===== src/rtl/mem_arb.sv =====
`default_nettype none
// ============================================================================
// mem_arb : two-master round-robin arbiter for the shared data-memory/MMIO port
// Revision : 1.0  initial release
// ============================================================================
module mem_arb #(
   parameter int AW     = 32,
   parameter int DW     = 32,
   parameter int RD_LAT = 1
) (
   input  logic          clk,
   input  logic          rst_n,
   input  logic          m0_req,
   input  logic          m0_we,
   input  logic [AW-1:0] m0_addr,
   input  logic [DW-1:0] m0_wdata,
   output logic          m0_ack,
   output logic [DW-1:0] m0_rdata,
   input  logic          m1_req,
   input  logic          m1_we,
   input  logic [AW-1:0] m1_addr,
   input  logic [DW-1:0] m1_wdata,
   output logic          m1_ack,
   output logic [DW-1:0] m1_rdata,
   output logic [AW-1:0] s_addr,
   output logic [DW-1:0] s_wdata,
   output logic          s_we,
   output logic          s_re,
   input  logic [DW-1:0] s_rdata,
   output logic          busy,
   output logic          owner
);

   localparam int c_CNT_W = (RD_LAT > 1) ? $clog2(RD_LAT) : 1;
   localparam logic [c_CNT_W-1:0] c_CNT_INIT = c_CNT_W'(RD_LAT - 1);

   localparam logic [1:0] c_IDLE  = 2'd0;
   localparam logic [1:0] c_ISSUE = 2'd1;
   localparam logic [1:0] c_WAIT  = 2'd2;
   localparam logic [1:0] c_DONE  = 2'd3;

   logic [1:0]         r_state;
   logic               r_we;
   logic [AW-1:0]      r_addr;
   logic [DW-1:0]      r_wdata;
   logic [DW-1:0]      r_rdata;
   logic [c_CNT_W-1:0] r_cnt;
   logic               r_last;
   logic               r_owner;
   logic               w_win;

   // m1 wins when alone, or in a contest when m0 was served last.
   assign w_win = m1_req & (~m0_req | ~r_last);

   always_ff @(posedge clk or negedge rst_n) begin
      if (!rst_n) begin
         r_state <= c_IDLE;
         r_we    <= 1'b0;
         r_addr  <= '0;
         r_wdata <= '0;
         r_rdata <= '0;
         r_cnt   <= '0;
         r_last  <= 1'b1;
         r_owner <= 1'b0;
      end else begin
         case (r_state)
            c_IDLE: begin
               if (m0_req || m1_req) begin
                  r_owner <= w_win;
                  r_last  <= w_win;
                  r_we    <= w_win ? m1_we    : m0_we;
                  r_addr  <= w_win ? m1_addr  : m0_addr;
                  r_wdata <= w_win ? m1_wdata : m0_wdata;
                  r_state <= c_ISSUE;
               end
            end
            c_ISSUE: begin
               if (r_we) begin
                  r_state <= c_DONE;
               end else begin
                  r_cnt   <= c_CNT_INIT;
                  r_state <= c_WAIT;
               end
            end
            c_WAIT: begin
               if (r_cnt == '0) begin
                  r_rdata <= s_rdata;
                  r_state <= c_DONE;
               end else begin
                  r_cnt <= r_cnt - 1'b1;
               end
            end
            c_DONE:  r_state <= c_IDLE;
            default: r_state <= c_IDLE;
         endcase
      end
   end

   // Strobes and acks decode the registered state so reset clears them at once.
   assign s_we     = (r_state == c_ISSUE) &  r_we;
   assign s_re     = (r_state == c_ISSUE) & ~r_we;
   assign m0_ack   = (r_state == c_DONE)  & ~r_owner;
   assign m1_ack   = (r_state == c_DONE)  &  r_owner;
   assign busy     = (r_state != c_IDLE);
   assign owner    = r_owner;
   assign s_addr   = r_addr;
   assign s_wdata  = r_wdata;
   assign m0_rdata = r_rdata;
   assign m1_rdata = r_rdata;

endmodule
`default_nettype wire


===== config.mk =====
export PLATFORM = sky130hd
export DESIGN_NAME = mem_arb
export DESIGN_NICKNAME = d
export VERILOG_FILES = /design/src/rtl/mem_arb.sv
export SDC_FILE = /design/constraint.sdc
export NUM_CORES = 1
export LEC_CHECK = 0
export BUFFER_PORTS_ARGS = -buffer_cell sky130_fd_sc_hd__buf_4
export CORE_AREA = 2 2 117 119
export DETAILED_ROUTE_END_ITERATION = 8
export DIE_AREA = 0 0 119 121
export PLACE_DENSITY = 0.77
export SLEW_MARGIN = 20
export SYNTH_ARGS = -nofsm -noshare
export SYNTH_HDL_FRONTEND = slang
export SYNTH_SLANG_ARGS = --single-unit

===== constraint.sdc =====
create_clock -name clk -period 2 [get_ports clk]
set_input_delay 0.1 -clock clk [delete_from_list [all_inputs] [get_ports clk]]
set_output_delay 0.1 -clock clk [all_outputs]
set_load 0.05 [all_outputs]

* After elaboration in Yosys (flattened, before gate mapping)
Index checks and enable logic that the tools add are counted.
** Operators by class
- $add $sub $neg :: 1
- Eq/ne operators :: 6
- Muxes and demuxes :: 10
- Bitwise logic cells :: 11
- Reductions and logical operators :: 8
** Operators with widths (count)
- 32-bit 2-to-1 mux :: 2
- 2-bit case mux with 4 select lines :: 1
- 2-bit AND reduction :: 4
- 2-bit != test (second input constant) :: 3
- 1-bit bitwise AND :: 5
- 1-bit NOT :: 5
- 2-bit == test (second input constant) :: 2
- 1-bit 2-to-1 mux :: 4
- 2-bit 2-to-1 mux :: 2
- 2-bit nonzero test :: 2
- 2-bit by 1-bit == test with 1-bit output (second input constant) :: 1
- 2-bit zero test :: 1
- 1-bit case mux with 2 select lines :: 1
- 1-bit logical OR :: 1
- 1-bit bitwise OR :: 1
- 1-bit subtractor (second input constant) :: 1
** Word-level totals
- Register bits :: 102
- Bits of input ports :: 166
- Output and inout port bits :: 134
- Word-level logic and storage cells :: 44

* Logic depth before layout (Yosys ltp)
- Depth in word-level cells :: 4
- Depth in mapped cells :: 7
- Mapped depth without buffers :: 5

* Worst setup path after synthesis
OpenSTA, ideal clock, no wires.
- Path kind :: reg-to-reg
- From :: reg r_state[0]
- To :: reg r_state[0]
- Setup time :: 0.130 ns
- Arrival :: 1.328 ns
- Required time :: 1.870 ns
- Slack :: 0.542 ns
- Cell stages (with the launch flop) :: 6
- Path buffers :: 0
- Period minus slack after synthesis :: 1.458 ns
- Cell sequence :: dfrtp_1 -> inv_1 -> ha_1 -> or3b_2 -> o21ai_0 -> o21ai_0
** Between the ends
- Cells in the longest elaborated chain, start to end :: 3
- Elaborated cells on any way between the ends :: 8
- Those cells by class :: eq/ne (5); mux (1); reduce/logical (2)
** RTL lines
- from (decl) :: RTL line 42 : logic [1:0] r_state;
- from (signal assigned) :: RTL line 57 : r_state <= c_IDLE;
- from (signal assigned) :: RTL line 74 : r_state <= c_ISSUE;
- from (signal assigned) :: RTL line 79 : r_state <= c_DONE;
- 2-bit == test or 2-bit zero test (tied branches) :: RTL line 66 : case (r_state)
- 2-bit != test (no source line)
- 2-bit AND reduction (no source line)
Several ways; a longest one is shown, not always the timed one.
A chain may end at the register's enable or synchronous reset.

* Final worst setup path
- From :: reg r_state[0]
- To :: reg r_addr[18], in the netlist s_addr[18]
** Between the ends
- Cells in the longest elaborated chain, start to end :: 2
** RTL lines
- 2-bit zero test :: RTL line 66
- 2-bit AND reduction (no source line)
- to (signal assigned) :: RTL line 72 : r_addr <= w_win ? m1_addr : m0_addr;
- to (decl) :: RTL line 44 : logic [AW-1:0] r_addr;
Every way passes these cells.

==> metrics list <==
- RD Place Congestion: 0.841
* CP Launch Type: flip-flop
- Syn Nets: 652
- Fraction of layout instances using a drive strength above 1: 0.437
* Ports: 300
- Clock latency on the worst-skew pair, taken at its later pin, is 0.34 ns.
- Worst clock skew: 0.00596 ns
- The multi-input combinational cells in the finished layout cover a total of 1680 sq um.
- Cell count after placement: 903
- Antenna Nets Post-Route: 0
- Cells after Synth: 482
- Initial drt markers: 214
* Placed wire-length estimate after detailed placement: 10500 microns
- Setup total negative slack: 0 ns
- Total number of vias: 4743
- Maximum fanout encountered on the critical timing path: 26
- sky130_fd_sc_hd__dfrtp_1 takes more of the synthesized area than any other cell.
* Total CTS buffers: 9
- The pre-antenna-repair detailed-routing pass consisted of 4 iterations.
* Top_reg_cell synth: sky130_fd_sc_hd__dfrtp_1
- GRT Total Usage: 0.217
- After the last flow step, the layout net total stands at 988.
- DRT Wirelength: 15800 microns
* Kind of end point of the critical path: flip-flop
* Die Footprint: 14400 sq um
* Detail-routed net length per standard cell: 15.8 microns
* Arrival @ worst endpoint: 1.96 ns
- The layout has 1081 filler cells.
- After detailed routing, the number of remaining DRC violations is 0.
- Vias in the first global route: 4821
* Number of enable flip-flop cells after synthesis: 0
- Number of post-CTS setup repair buffers: 0
- Critical path required time: 2.22 ns
- After clock tree synthesis, the repair step resized 0 gates.
* Worst Setup Path Type: flip-flop to flip-flop
* Most repeated cell in the gate-level netlist after synthesis: sky130_fd_sc_hd__a21oi_1
* Maximum number of pins on one net before global-route repair: 94
- Peak supply drop: 1110 uV
- Once layout is complete, the cells apart from fillers number 999.
- Bufs on Longest Clock Path: 2
* CTS hold repair buffers: 80
* CTS H-tree depth: 3
- For this design the ratio of total power to cell area is 2020 nW/um^2.
* Post-layout worst setup margin: 0.257 ns
- From left edge to right edge, the die measures 119 microns.
- Max-cap violations in this run came to 0.
* Average cell area after synthesis: 9.58 sq um
- The share of total power dissipated in combinational logic is 0.647.
* Maximum frequency from static timing analysis: 574 MHz
- The number of max-slew violations in the final report was 0.
* Clock-pin slew of the registers on the worst-case setup and hold paths: 0.07 ns
- I/O Buffers: 299
* Initial core utilization: 0.353
* Leading cell types by total area after synthesis: sky130_fd_sc_hd__dfrtp_1 (54%), sky130_fd_sc_hd__a21oi_1 (14%), sky130_fd_sc_hd__mux2_2 (7.3%), sky130_fd_sc_hd__buf_4 (6.7%), sky130_fd_sc_hd__nand2_1 (5.4%)
* Area of the core: 13100 sq um
- CTS tree: yes
* Net switching fraction of the power: 0.536
* Hold Vio Cnt, Final: 0
- The initial antenna violation count was 0.
- Setup repair after global routing left no endpoint under its margin.
* Flops & latches, synth: 101
- The share of total power dissipated in sequential elements is 0.240.
* Clock share of power: 0.113
- For this run, the number of Yosys warnings is 0.
- Routed vias/inst: 4.75
* Cell-internal power: 7.47 mW
* Number of standard-cell rows in the floorplan: 42
- Subtracting the final worst setup slack from the clock period gives 1.74 ns.
* Commonest cells post-synth: sky130_fd_sc_hd__a21oi_1 (131), sky130_fd_sc_hd__dfrtp_1 (100), sky130_fd_sc_hd__nand2_1 (67), sky130_fd_sc_hd__nor2_1 (65), sky130_fd_sc_hd__buf_4 (41)
- The analysis attributes to net switching a power of 8.62 mW.
* Share of the yosys chip area belonging to registers: 0.548
* Post-route fraction of the period consumed by the critical path: 0.872
- The tree built by TritonCTS fans out to 101 sinks.
- Status: finished, final reports clean
- From synthesis to final layout, the design area changed by 72.8%.
- Clock tree synthesis selected as its root buffer the cell sky130_fd_sc_hd__clkbuf_16.
* Share of the synthesized area in the top cell type: 0.542
- Pre-CTS setup slack: 0.336 ns
* Proportion of synthesized flip-flops having asynchronous set or reset: 1.00
- Number of antenna repair diodes: 0
- The netlist uses 21 different library cells.
- In this run the worst hold path is classified as input port to flip-flop.
- Final Setup Violations: 0
- Registers take 2530 sq um.
- For the pin with the worst max-slew slack, the measured transition is 0.666 ns.
- Cell leakage power: 3.87 nW
* Sum of overflow across all layers after global routing: 0
- Wire length of the first global-routing pass: 24500 microns
- In this run the cell area of the synthesized design comes to 4620 sq um.
* Slew margin rel.: 0.555
- In this run the vertical extent of the chip is 121 microns.
==> sequential cells by signal, indices dropped and copies added, names as in the netlist <==
signal and flops:
m0_rdata 32, owner 1, r_last 1, r_state 2, r_we 1, s_addr 32
s_wdata 32
==> final cells by class <==
| type | instances | area share |
|---|---|---|
| flip-flops and latches | 101 | 0.317 |
| multi-input cells | 314 | 0.211 |
| well taps | 176 | 0.0276 |
| inverters | 3 | 0.00141 |
| clock inverters | 3 | 0.00534 |
| clock buffers | 13 | 0.0339 |
| repair buffers | 389 | 0.404 |
==> critical path, stage by stage (launching register included) <==
cell and delay [ns]:
sky130_fd_sc_hd__dfrtp_1 0.43, sky130_fd_sc_hd__inv_1 0.10, sky130_fd_sc_hd__ha_1 0.33, sky130_fd_sc_hd__o21ai_4 0.23
sky130_fd_sc_hd__buf_12 0.22, sky130_fd_sc_hd__a21oi_1 0.17, sky130_fd_sc_hd__a21oi_1 0.12
==> cells by family after synthesis <==
logic type | synth area share
AO/OA/AOI/OAI | 0.156
flip-flops | 0.548
AND/OR/NAND/NOR | 0.115
adder cells (fa/ha/maj) | 0.0108
multiplexers | 0.0781
buffers and inverters | 0.0924
==> through the flow <==
step / util / hold slack (ns) / instance area, sq um / power [mW]
2_1_floorplan: - / -0.196 / 4620 / 11.2
3_3_place_gp: 0.524 / -0.0625 / 6860 / 14.0
3_5_place_dp: 0.524 / -0.0589 / 6860 / 14.2
4_1_cts: 0.609 / 0.0000611 / 7970 / 16.1
5_1_grt: 0.609 / 0.0128 / 7970 / 16.9
6_report: 0.609 / 0.00853 / 7970 / 16.1
==> placed cells by master, fill, tap and decap left out, types with 2 or more instances in the layout <==
cell / synthesis / final
sky130_fd_sc_hd__a21oi_1: 131 / 131
sky130_fd_sc_hd__and2_1: 2 / 2
sky130_fd_sc_hd__buf_12: 0 / 8
sky130_fd_sc_hd__buf_4: 41 / 301
sky130_fd_sc_hd__clkbuf_16: 0 / 9
sky130_fd_sc_hd__clkbuf_8: 0 / 3
sky130_fd_sc_hd__dfrtp_1: 100 / 100
sky130_fd_sc_hd__dlygate4sd3_1: 0 / 80
sky130_fd_sc_hd__ha_1: 4 / 4
sky130_fd_sc_hd__inv_1: 3 / 3
sky130_fd_sc_hd__mux2_1: 2 / 2
sky130_fd_sc_hd__mux2_2: 30 / 30
sky130_fd_sc_hd__nand2_1: 67 / 67
sky130_fd_sc_hd__nor2_1: 65 / 65
sky130_fd_sc_hd__nor2b_1: 2 / 2
sky130_fd_sc_hd__o21ai_0: 4 / 4
==> metal layers <==
| metal | wire, microns | GRT usage | vias up | part of all wire |
|---|---|---|---|---|
| met5 | 0 | 0 | - | 0 |
| met4 | 344 | 0.0789 | 0 | 0.022 |
| met3 | 1170 | 0.0493 | 24 | 0.074 |
| met2 | 8240 | 0.390 | 252 | 0.52 |
| met1 | 6020 | 0.252 | 2221 | 0.38 |
| li1 | - | - | 2246 | - |
==> final timing paths <==
check / from / end / slack, ns / cells after the start
max: r_state[0] / s_addr[18] / 0.26 / 6
min in group asynchronous: rst_n / s_wdata[12] / 0.13 / 2
min reg2reg: s_addr[1] / s_addr[1] / 0.53 / 2
min: m0_wdata[26] / s_wdata[26] / 0.009 / 3
max in group asynchronous: rst_n / r_last / 1.13 / 3
max reg2reg: r_state[0] / s_addr[18] / 0.26 / 6
==> power groups by stage <==
stage	combinational, mW	clock, mW	sequential [mW]
after global placement	10.2	0	3.83
after floorplan	4.00	0	7.21
after CTS	10.4	1.86	3.85
after global routing	10.9	1.96	4.00
final	10.4	1.81	3.87
after detailed placement	10.3	0	3.87
No activity file was read; power rests on OpenSTA's default activity.
